<file path="src/rtl/match_pkg.sv">
// ---------------------------------------------------------------------------
// match_pkg
// Shared definitions for the rock/paper/scissors match judge:
//   - move encodings (2 bits, 00 is an illegal / empty move)
//   - match result encodings driven on match_judge.matchresult
//   - FSM state type of the judge
//   - small helpers used by the decision logic and the acceptance logic
// ---------------------------------------------------------------------------
package match_pkg;

    typedef enum logic [1:0] {
        MOVE_ILLEGAL  = 2'b00,
        MOVE_ROCK     = 2'b01,
        MOVE_PAPER    = 2'b10,
        MOVE_SCISSORS = 2'b11
    } move_e;

    typedef enum logic [1:0] {
        RES_NONE   = 2'b00,
        RES_DRAW   = 2'b01,
        RES_P1_WIN = 2'b10,
        RES_P2_WIN = 2'b11
    } result_e;

    typedef enum logic [2:0] {
        ST_IDLE    = 3'd0,
        ST_HAVE_P1 = 3'd1,
        ST_HAVE_P2 = 3'd2,
        ST_JUDGE   = 3'd3,
        ST_REPORT  = 3'd4
    } state_e;

    // A move is usable only when it carries one of the three real shapes.
    function automatic logic move_is_legal(input logic [1:0] mv);
        return (mv != MOVE_ILLEGAL);
    endfunction

    // True when shape a defeats shape b (rock>scissors, scissors>paper, paper>rock).
    function automatic logic move_beats(input logic [1:0] a, input logic [1:0] b);
        logic win;
        win = 1'b0;
        case ({a, b})
            {MOVE_ROCK,     MOVE_SCISSORS}: win = 1'b1;
            {MOVE_SCISSORS, MOVE_PAPER}:    win = 1'b1;
            {MOVE_PAPER,    MOVE_ROCK}:     win = 1'b1;
            default:                        win = 1'b0;
        endcase
        return win;
    endfunction

endpackage

</file>
<file path="src/rtl/match_judge_rps_compare.sv">
// ---------------------------------------------------------------------------
// rps_compare
// Purely combinational decision logic for one match.
// Ports:
//   p1_move, p2_move   in  2  captured moves (match_pkg move encoding)
//   p1_forfeit         in  1  player 1 ran out of time (player 2 wins)
//   p2_forfeit         in  1  player 2 ran out of time (player 1 wins)
//   result             out 2  match_pkg result encoding
// A forfeit overrides the shapes, since the forfeiting player never moved.
// ---------------------------------------------------------------------------
module rps_compare
    import match_pkg::*;
(
    input  logic [1:0] p1_move,
    input  logic [1:0] p2_move,
    input  logic       p1_forfeit,
    input  logic       p2_forfeit,
    output logic [1:0] result
);

    // Decide winner from forfeit flags first, then from the two shapes.
    always_comb begin
        result = RES_NONE;
        if (p2_forfeit) begin
            result = RES_P1_WIN;
        end else if (p1_forfeit) begin
            result = RES_P2_WIN;
        end else if (!move_is_legal(p1_move) || !move_is_legal(p2_move)) begin
            result = RES_NONE;
        end else if (p1_move == p2_move) begin
            result = RES_DRAW;
        end else if (move_beats(p1_move, p2_move)) begin
            result = RES_P1_WIN;
        end else begin
            result = RES_P2_WIN;
        end
    end

endmodule

</file>
<file path="src/rtl/match_judge.sv">
// ---------------------------------------------------------------------------
// match_judge
// Collects one move from each player, judges the pair and emits a one-cycle
// result pulse for the score-update stage.
// Parameters:
//   TIMEOUT_CYCLES  1..255, cycles a lone move waits before the opponent
//                   forfeits (only with MATCH_JUDGE_TIMEOUT_EN defined)
// Optional feature macro: MATCH_JUDGE_TIMEOUT_EN (forfeit timeout).
// Ports:
//   clk          in   1  clock, rising edge
//   resetn       in   1  asynchronous reset, active HIGH despite the name
//   p1_valid     in   1  player-1 move offered
//   p1_move      in   2  player-1 move (01 rock, 10 paper, 11 scissors)
//   p2_valid     in   1  player-2 move offered
//   p2_move      in   2  player-2 move
//   p1_ready     out  1  player-1 move can be accepted this cycle
//   p2_ready     out  1  player-2 move can be accepted this cycle
//   matchresult  out  2  00 none, 01 draw, 10 p1 wins, 11 p2 wins
//   busy         out  1  high whenever the FSM is not IDLE
// All outputs come straight from flops; ready/busy are loaded from the
// next-state decode so they always describe the current state.
// ---------------------------------------------------------------------------
module match_judge
    import match_pkg::*;
#(
    parameter int TIMEOUT_CYCLES = 255
)
(
    input  logic       clk,
    input  logic       resetn,
    input  logic       p1_valid,
    input  logic [1:0] p1_move,
    input  logic       p2_valid,
    input  logic [1:0] p2_move,
    output logic       p1_ready,
    output logic       p2_ready,
    output logic [1:0] matchresult,
    output logic       busy
);

    state_e     state_r;
    state_e     next_state_s;
    logic [1:0] p1_move_r;
    logic [1:0] p2_move_r;
    logic       p1_forfeit_r;
    logic       p2_forfeit_r;
    logic       p1_ok_s;
    logic       p2_ok_s;
    logic       p1_load_s;
    logic       p2_load_s;
    logic       p1_forfeit_set_s;
    logic       p2_forfeit_set_s;
    logic       timeout_s;
    logic [1:0] decision_s;
    logic [1:0] match_result_r;
    logic       p1_ready_r;
    logic       p2_ready_r;
    logic       busy_r;

    assign p1_ok_s = p1_valid && move_is_legal(p1_move);
    assign p2_ok_s = p2_valid && move_is_legal(p2_move);

`ifdef MATCH_JUDGE_TIMEOUT_EN
    localparam logic [7:0] TMO_LAST = 8'(TIMEOUT_CYCLES - 1);

    logic [7:0] wait_cnt_r;

    // Wait counter: zero outside the HAVE states, so it starts at 0 on entry.
    always_ff @(posedge clk or posedge resetn) begin
        if (resetn) begin
            wait_cnt_r <= 8'd0;
        end else if ((state_r == ST_HAVE_P1) || (state_r == ST_HAVE_P2)) begin
            wait_cnt_r <= wait_cnt_r + 8'd1;
        end else begin
            wait_cnt_r <= 8'd0;
        end
    end

    // The edge on which the counter would reach TIMEOUT_CYCLES.
    assign timeout_s = ((state_r == ST_HAVE_P1) || (state_r == ST_HAVE_P2)) &&
                       (wait_cnt_r == TMO_LAST);
`else
    assign timeout_s = 1'b0;
`endif

    // Next-state, move capture and forfeit decisions.
    always_comb begin
        next_state_s     = state_r;
        p1_load_s        = 1'b0;
        p2_load_s        = 1'b0;
        p1_forfeit_set_s = 1'b0;
        p2_forfeit_set_s = 1'b0;
        case (state_r)
            ST_IDLE: begin
                p1_load_s = p1_ok_s;
                p2_load_s = p2_ok_s;
                if (p1_ok_s && p2_ok_s) begin
                    next_state_s = ST_JUDGE;
                end else if (p1_ok_s) begin
                    next_state_s = ST_HAVE_P1;
                end else if (p2_ok_s) begin
                    next_state_s = ST_HAVE_P2;
                end else begin
                    next_state_s = ST_IDLE;
                end
            end
            ST_HAVE_P1: begin
                p2_load_s = p2_ok_s;
                // A real opponent move beats a simultaneous timeout.
                if (p2_ok_s) begin
                    next_state_s = ST_JUDGE;
                end else if (timeout_s) begin
                    next_state_s     = ST_JUDGE;
                    p2_forfeit_set_s = 1'b1;
                end else begin
                    next_state_s = ST_HAVE_P1;
                end
            end
            ST_HAVE_P2: begin
                p1_load_s = p1_ok_s;
                if (p1_ok_s) begin
                    next_state_s = ST_JUDGE;
                end else if (timeout_s) begin
                    next_state_s     = ST_JUDGE;
                    p1_forfeit_set_s = 1'b1;
                end else begin
                    next_state_s = ST_HAVE_P2;
                end
            end
            ST_JUDGE:  next_state_s = ST_REPORT;
            ST_REPORT: next_state_s = ST_IDLE;
            default:   next_state_s = ST_IDLE;
        endcase
    end

    rps_compare u_rps_compare (
        .p1_move    (p1_move_r),
        .p2_move    (p2_move_r),
        .p1_forfeit (p1_forfeit_r),
        .p2_forfeit (p2_forfeit_r),
        .result     (decision_s)
    );

    // State register and registered outputs.
    always_ff @(posedge clk or posedge resetn) begin
        if (resetn) begin
            state_r        <= ST_IDLE;
            match_result_r <= RES_NONE;
            p1_ready_r     <= 1'b1;
            p2_ready_r     <= 1'b1;
            busy_r         <= 1'b0;
        end else begin
            state_r        <= next_state_s;
            // Result is non-zero only during REPORT, i.e. after the JUDGE edge.
            match_result_r <= (state_r == ST_JUDGE) ? decision_s : RES_NONE;
            p1_ready_r     <= (next_state_s == ST_IDLE) || (next_state_s == ST_HAVE_P2);
            p2_ready_r     <= (next_state_s == ST_IDLE) || (next_state_s == ST_HAVE_P1);
            busy_r         <= (next_state_s != ST_IDLE);
        end
    end

    // Captured moves and forfeit flags; wiped when REPORT hands back to IDLE.
    always_ff @(posedge clk or posedge resetn) begin
        if (resetn) begin
            p1_move_r    <= MOVE_ILLEGAL;
            p2_move_r    <= MOVE_ILLEGAL;
            p1_forfeit_r <= 1'b0;
            p2_forfeit_r <= 1'b0;
        end else if (state_r == ST_REPORT) begin
            p1_move_r    <= MOVE_ILLEGAL;
            p2_move_r    <= MOVE_ILLEGAL;
            p1_forfeit_r <= 1'b0;
            p2_forfeit_r <= 1'b0;
        end else begin
            if (p1_load_s) begin
                p1_move_r <= p1_move;
            end
            if (p2_load_s) begin
                p2_move_r <= p2_move;
            end
            if (p1_forfeit_set_s) begin
                p1_forfeit_r <= 1'b1;
            end
            if (p2_forfeit_set_s) begin
                p2_forfeit_r <= 1'b1;
            end
        end
    end

    assign p1_ready    = p1_ready_r;
    assign p2_ready    = p2_ready_r;
    assign matchresult = match_result_r;
    assign busy        = busy_r;

endmodule

</file>
<file path="config.mk">
export PLATFORM = sky130hd
export DESIGN_NAME = match_judge
export DESIGN_NICKNAME = d
export VERILOG_FILES = /design/src/rtl/match_pkg.sv /design/src/rtl/match_judge_rps_compare.sv /design/src/rtl/match_judge.sv
export SDC_FILE = /design/constraint.sdc
export NUM_CORES = 1
export LEC_CHECK = 0
export CORE_MARGIN = 4
export CORE_UTILIZATION = 25
export CTS_BUF_LIST = sky130_fd_sc_hd__clkbuf_2
export DETAILED_ROUTE_END_ITERATION = 6
export SLEW_MARGIN = 25
export SYNTH_ARGS = -nofsm -noshare
export SYNTH_HDL_FRONTEND = slang
export SYNTH_HIERARCHICAL = 1
export SYNTH_SLANG_ARGS = --single-unit
</file>
<file path="constraint.sdc">
create_clock -name clk -period 3.3 [get_ports clk]
set_input_delay 0.66 -clock clk [delete_from_list [all_inputs] [get_ports clk]]
set_output_delay 0.66 -clock clk [all_outputs]
set_load 0.02 [all_outputs]
</file>
[Word level (Yosys, flattened, before mapping)]
Cells that the tools add are included.
Operators by class
  mux-type cells: 22
  reductions and logical operators: 20
  equality and inequality tests: 10
Operators with widths (number)
  $mux W2: 12
  $pmux W3 S4: 1
  $reduce_bool A2 Y1: 6
  $eq A3 B2 Y1 const B: 3
  $mux W1: 9
  $eq A4 B4 Y1 const B: 2
  $eq A3 B1 Y1 const B: 2
  $logic_not A3 Y1: 2
  $eq A4 B3 Y1 const B: 1
  $reduce_or A2 Y1: 2
  $eq A3 B3 Y1 const B: 1
  $logic_and A1 B1 Y1: 3
  $logic_or A1 B1 Y1: 3
  $reduce_bool A3 Y1: 1
  $reduce_or A3 Y1: 1
  $eq A2 B2 Y1: 1
  $logic_not A1 Y1: 2
Word-level totals
  logic and storage cells: 60
  register bits: 13
  input port bits: 8
  output and inout bits: 5

[Depth between registers and ports, before layout]
  word-level depth: 11
  mapped depth: 4
  mapped depth without buffers: 4

[Hierarchy]
The synthesis kept the hierarchy.
By module, submodules not included
  match_judge: sequential area each 302.8 um^2, area an instance 535.5 um^2, cells an instance 47, instances 1
  rps_compare: sequential area each 0.0 um^2, area an instance 60.1 um^2, cells an instance 9, instances 1

[Least setup slack after synthesis]
OpenSTA, ideal clock, no wires.
  kind: register -> output
  start: register p1_ready_r, in the netlist p1_ready
  end: output p1_ready
  stages on the path, launching flop included: 1
  buffers on the path: 0
  slack: 2086 ps
  data required time: 2640 ps
  arrival: 554 ps
  cell sequence: dfstp_2
RTL lines
  start, declared: RTL line match_judge.sv:56  | logic p1_ready_r;
  start signal, assigned: RTL line match_judge.sv:156  | p1_ready_r <= (next_state_s == ST_IDLE) || (next_state_s == ST_HAVE_P2);
  end, declared: RTL line match_judge.sv:35  | output logic p1_ready,
No word-level cell between the ends.

[Worst setup path after layout]
  start: register p2_ready_r, in the netlist p2_ready
  end: output p2_ready
RTL lines
  start, declared: RTL line match_judge.sv:57  | logic p2_ready_r;
  start signal, assigned: RTL line match_judge.sv:157  | p2_ready_r <= (next_state_s == ST_IDLE) || (next_state_s == ST_HAVE_P1);
  end, declared: RTL line match_judge.sv:36  | output logic p2_ready,
No word-level cell between the ends.

==> results.yml <==
grt:
  grt_pass1_vias: 446
  grt_first_pass_wirelength_mm: 1.876
  antenna_found_initial: 0
  grtUsageTotal_pct: 7.605
  grt_max_degree: 13
  overflow: 0
clock_network:
  clk_pin_slew_ns: 0.12
  clk_latency_ns: 0.27
  cts_made_buffers: 3
  cts_resized: 0
  post_cts_buffers: 0
  cts_tree: "built"
  cts.sinks: 12
  root_buffer: "clkbuf_2"
  cts.path.max_buffers: 2
  cts.hold.buffers_added: 0
  htreeDepth: 1
die:
  die_h_microns: 56.81
  die_w_microns: 56.81
  die_area_sq_mm: 0.003227
  num_io_pins: 13
  coreArea_sq_mm: 0.002233
  start_util_pct: 26.67
  rows: 17
routing:
  ant_nets: 0
  drtIter0Drc: 6
  postRouteWirelength_mm: 1.064
  first_pass_iters: 4
  wire_per_inst_microns: 10.33
  drc: 0
  vias: 452
  viasPerCell: 4.388
power_and_ir_drop:
  peakVddDrop_uv: 422.2
  power_w: 0.0006397
  power_density_mw_per_mm2: 820.7
  p_leak_nw: 0.3436
sta:
  period_share_pct: 62.51
  finalHoldViolations: 0
  clock.fmax_mhz: 484.8
  final.setup_skew_ns: 0.008784
  fin_crit_ns: 2.063
  report.final.slew_viol_count: 0
  grt_setup_unrepaired: "no"
  setup_violations: 0
  tns_ns: 0
job:
  cap_violations: 0
setup_path:
  crit_path_start_kind: "flip-flop"
  worstReg2RegStart: "p2_move_r[1]"
  reg2reg_depth: 4
  slowest_stage: "clkdlybuf4s50_1"
  cp_num_buf_inv: 1
  worstSetupPathType: "flip-flop to output port"
  cp-end-kind: "output port"
  crit_chain: "clkdlybuf4s50_1"
  max_stage_delay_ns: 0.59
  r2r_slack_ns: 2.09
  cp_max_fo: 1
  cp.depth: 1
  cp.required_ns: 2.64
  arrival_ns: 1.40
  crit_family: "buffers and inverters"
  r2r-end: "matchresult[0]"
yosys:
  ys_ff_latch: 12
  syn_area_sq_um: 595.6
  ys.warnings.count: 6
  syn_area_per_cell_sq_um: 10.64
  syn_inst: 56
  yosys.area.top_type: "dfrtp_1"
  synth_seq_area_share_pct: 50.84
  async_reset_ff_share_pct: 100.0
  synth_area_leaders: "dfrtp_1 (42%), dfstp_2 (8.8%), and3b_2 (6.7%)"
  synth-edff-count: 0
  synthTopCellsByCount: "dfrtp_1 (10), nand2_1 (6)"
  netlist.area_leader.share_pct: 42.02
  post-synth-top-count-cell: "dfrtp_1"
  synth_cell_types: 24
  synth_top_flop_cell: "dfrtp_1"
worst_hold_path:
  holdPathStages: 2
  hp-class: "flip-flop to flip-flop"
  hold_start: "p1_move_r[1]"
  min_delay_worst_endpoint: "p1_move_r[1]"
run_status:
  status: "completed"
final_layout:
  synthToLayoutAreaGrowth_pct: 30.88
  antenna_cells: 0
  drive_gt1_share_pct: 24.00
  finalNetCount: 84
placed_design:
  dp_hpwl_microns: 831.7
  place.gp.congestion: 0.7172
  portBuffers: 12
[metrics by stage]
stage	instances	hold WS (ns)	setup slack (ns)	utilization (%)	cell area (sq um)
2_1_floorplan	60	0.4447	2.086	-	610.6
3_3_place_gp	99	0.5391	1.547	34.06	760.7
3_5_place_dp	99	0.5489	1.535	34.06	760.7
4_1_cts	103	0.5753	1.213	34.90	779.5
5_1_grt	103	0.6064	1.181	34.90	779.5
6_report	103	0.5687	1.237	34.90	779.5
[layout by cell type (no fill, tap or decap)]
cell | netlist | routed
o21ai_4 | 1 | 1
and3b_2 | 4 | 4
clkbuf_2 | 0 | 3
a21o_2 | 4 | 4
or3_1 | 1 | 1
clkdlybuf4s50_1 | 0 | 12
inv_2 | 2 | 2
mux2_1 | 2 | 2
xor2_1 | 1 | 1
and2b_2 | 1 | 1
a21oi_1 | 4 | 4
dfstp_2 | 2 | 2
nor2_1 | 2 | 2
xnor2_1 | 1 | 1
nor3_2 | 1 | 1
a211oi_1 | 1 | 1
dfrtp_1 | 10 | 10
inv_1 | 2 | 2
o21ai_1 | 1 | 1
a41oi_1 | 1 | 1
o21ai_0 | 4 | 4
nand2_1 | 6 | 6
a311oi_1 | 1 | 1
and2_1 | 2 | 2
conb_1 | 1 | 5
clkinv_1 | 0 | 1
[cell families after synthesis]
kind of cell    synth area share [%]
other cells                   0.6296
buf+inv                        3.361
compound gates                 20.38
simple gates                   18.07
xor+xnor                       2.942
flops                          50.84
mux                            3.781
[sequential cells by signal, indices dropped and copies added, names as in the netlist]
name	flops
state_r	3
matchresult	2
p1_move_r	2
p2_move_r	2
busy	1
p1_ready	1
p2_ready	1
[power breakdown]
group          switching [W]  internal, W   total, W
sequential         0.0000733     0.000222   0.000296
combinational       0.000121     0.000147   0.000268
clock              0.0000495    0.0000263  0.0000758
total               0.000244     0.000396   0.000640
[worst reg2reg max path: stages, from the launching register on]
cell      delay, ns
dfrtp_1        0.44
and2b_2        0.22
xnor2_1        0.12
a311oi_1       0.23
and2_1         0.14
[layout make-up]
type | instances | area, sq um
Fill cell | 240 | 1454
Sequential cell | 12 | 302.8
Multi-Input combinational cell | 43 | 287.8
Timing Repair Buffer | 12 | 120.1
Tap cell | 28 | 35.03
Clock buffer | 3 | 15.01
Inverter | 4 | 15.01
Clock inverter | 1 | 3.754
[how the worst max path moves through the flow]
stage	from	to	slack [ns]
after floorplan	p1_ready	p1_ready	2.09
after global placement	p2_ready	p2_ready	1.55
after detailed placement	p2_valid	state_r[1]	1.53
after CTS	p2_ready	p2_ready	1.21
after global routing	p2_ready	p2_ready	1.18
final	p2_ready	p2_ready	1.24
[per-layer routing]
layer / track usage (%) / routed length, microns / up-vias
li1: - / - / 226
met5: 0 / 0 / -
met3: 2.299 / 86 / 3
met2: 10.89 / 457 / 17
met1: 9.749 / 490 / 206
met4: 4.967 / 30 / 0
Note: power is estimated with default switching activity, not from simulation.
==> patch, RTL diff (config.mk and constraints unchanged) <==
Encoding of `state_e`: now one-hot (5 bits for 5 states).
--- a/src/rtl/match_pkg.sv
+++ b/src/rtl/match_pkg.sv
@@ -22,12 +22,12 @@
         RES_P2_WIN = 2'b11
     } result_e;
 
-    typedef enum logic [2:0] {
-        ST_IDLE    = 3'd0,
-        ST_HAVE_P1 = 3'd1,
-        ST_HAVE_P2 = 3'd2,
-        ST_JUDGE   = 3'd3,
-        ST_REPORT  = 3'd4
+    typedef enum logic [4:0] {
+        ST_IDLE    = 5'b00001,
+        ST_HAVE_P1 = 5'b00010,
+        ST_HAVE_P2 = 5'b00100,
+        ST_JUDGE   = 5'b01000,
+        ST_REPORT  = 5'b10000
     } state_e;
 
     // A move is usable only when it carries one of the three real shapes.
Behaviour: same outputs for any inputs over 10 cycles, from zero or initial values and one cycle with resetn high; not proved beyond that.
==> patch against the unedited design <==
Cell area rose by 26%; clock skew rose by 13 ps; setup slack barely moved; global-route usage rose by 1.6 points; sequential cell count rose by 2; critical path type unchanged; core utilization fell by 2.8 points; synthesized cell count rose by 46%; routed wire length rose by 50%; count of clock-buffer cells in the layout rose by 1; synthesized area rose by 34%; power rose by 29%; via count rose by 38%.
==> patch: results (changes against the unedited design) <==
* Sequential area share after synthesis at 44.4% (-6.5 points)
* Leakage at 0.443 nW (+29%)
* Worst reg2reg endpoint: busy$_DFF_PP0_
* Clock Pin Slew Worst Setup and Hold Paths at 150 ps (+30 ps)
* Unique cell type count in the Yosys netlist at 34 (+42%)
* Hold-critical path endpoint: p1_move_r[0]$_DFFE_PP0P_
* Max VDD drop at 0.225 mV (-47%)
* Status: completed
* Vias at 626 (+38%)
* Final HPWL DP at 1.26 mm (+51%)
* WP data arrival at 1400 ps (about the same)
* DRT iter0 DRCs at 8 (+2)
* Number of buffers created by CTS at 3 (unchanged)
* Largest stage delay on the critical path at 590 ps (about the same)
* GRT Util Overall at 9.16% (+1.6 points)
* Post-synth top cells: dfrtp_1 (11), inv_1 (9), nand3_1 (6)
* Critical R2R Launch: state_r[0]$_DFF_PP1_
* First-pass GRT wire length at 2.87 mm (+53%)
* R2r setup slk at 1840 ps (-250 ps)
* Nets at 107 (+27%)
* Pre-antenna DRT Iters at 4 (unchanged)
* Placer Congestion at 0.914 (+27%)
* Top post-synthesis cells by area: dfrtp_1 (34%), dfstp_2 (9.9%), mux2i_1 (5.0%), xor2_1 (4.4%), inv_1 (4.2%)
* Post-CTS Setup Inserts at 0 (unchanged)
* R2R cell count at 3 (-1)
* WL/cell at 11.3 um (+9.0%)
* Slew margin rel. at about two thirds
* Vias in the first global route at 603 (+35%)
* Critical hold path startpoint: p1_move_r[0]$_DFFE_PP0P_
* Setup Skew at 21.4 ps (+12.6 ps)
* Post-CTS Resized at 0 (unchanged)
* Layout cells sized above 1 at 12.2% (-12 points)
* Flip-flop count of the largest register after layout at 5 (+2)
* IO buf count at 12 (unchanged)
* Worst-Skew Late Latency at 300 ps (+30 ps)
* Largest net degree at the start of global routing at 15 (+2)
* Hold Crit Class: reg2reg
[patch: area by class of cell]
class / count / area [sq um]
clock buffer: 4 / 20.0
fill: 343 / 2070
inverter: 9 / 33.8
multi-input combinational: 59 / 397
sequential: 14 / 354
tap: 44 / 55.1
timing repair buffer: 12 / 120
[patch: power by group]
group | internal [mW] | switching (mW)
Combinational | 0.192 | 0.202
Sequential | 0.254 | 0.0912
Clock | 0.0321 | 0.0570
Total | 0.478 | 0.350
[patch: worst max-delay path by stage]
| stage | from | to | slack (ps) | cells after the start |
|---|---|---|---|---|
| 6_report | p1_ready$_DFF_PP1_ | p1_ready | 1240 | 1 |
| 5_1_grt | p1_ready$_DFF_PP1_ | p1_ready | 1200 | 1 |
| 4_1_cts | p1_ready$_DFF_PP1_ | p1_ready | 1230 | 1 |
| 3_5_place_dp | p1_move[0] | busy$_DFF_PP0_ | 1290 | 4 |
| 3_3_place_gp | p1_move[0] | busy$_DFF_PP0_ | 1330 | 4 |
| 2_1_floorplan | p1_move[0] | busy$_DFF_PP0_ | 1800 | 3 |
[patch: logic make-up (layout without fill, tap and decap cells)]
family | count (synthesis) | count (layout) | synth area share (%)
multiplexers | 4 | 4 | 5.02
XOR/XNOR | 5 | 5 | 5.49
buffers and inverters | 13 | 25 | 7.84
other | 1 | 5 | 0.470
AO/OA/AOI/OAI | 18 | 18 | 15.5
AND/OR/NAND/NOR | 27 | 27 | 21.3
flip-flops | 14 | 14 | 44.4
[patch: worst reg2reg max path: stages, from the launching register on]
cell and delay, ps:
dfstp_2 690, nor4b_1 320, a211o_1 220, o211a_1 180
[patch: layer usage]
layer | track usage (%) | vias to the layer above | routed length [um]
met4 | 4.75 | 0 | 39
met5 | 0 | - | 0
met3 | 3.29 | 5 | 94
met2 | 14.4 | 19 | 743
met1 | 10.9 | 290 | 722
li1 | - | 312 | -
[patch: through the flow]
stage               utilization (%)  setup slack, ps  hold WS (ps)  instances  cell area [sq um]
finish                         32.1             1240           618        142                980
CTS                            32.1             1230           622        142                980
global route                   32.1             1200           647        142                980
global placement               31.4             1330           587        138                960
detailed placement             31.4             1290           602        138                960
floorplan                         -             1800           547         86                813
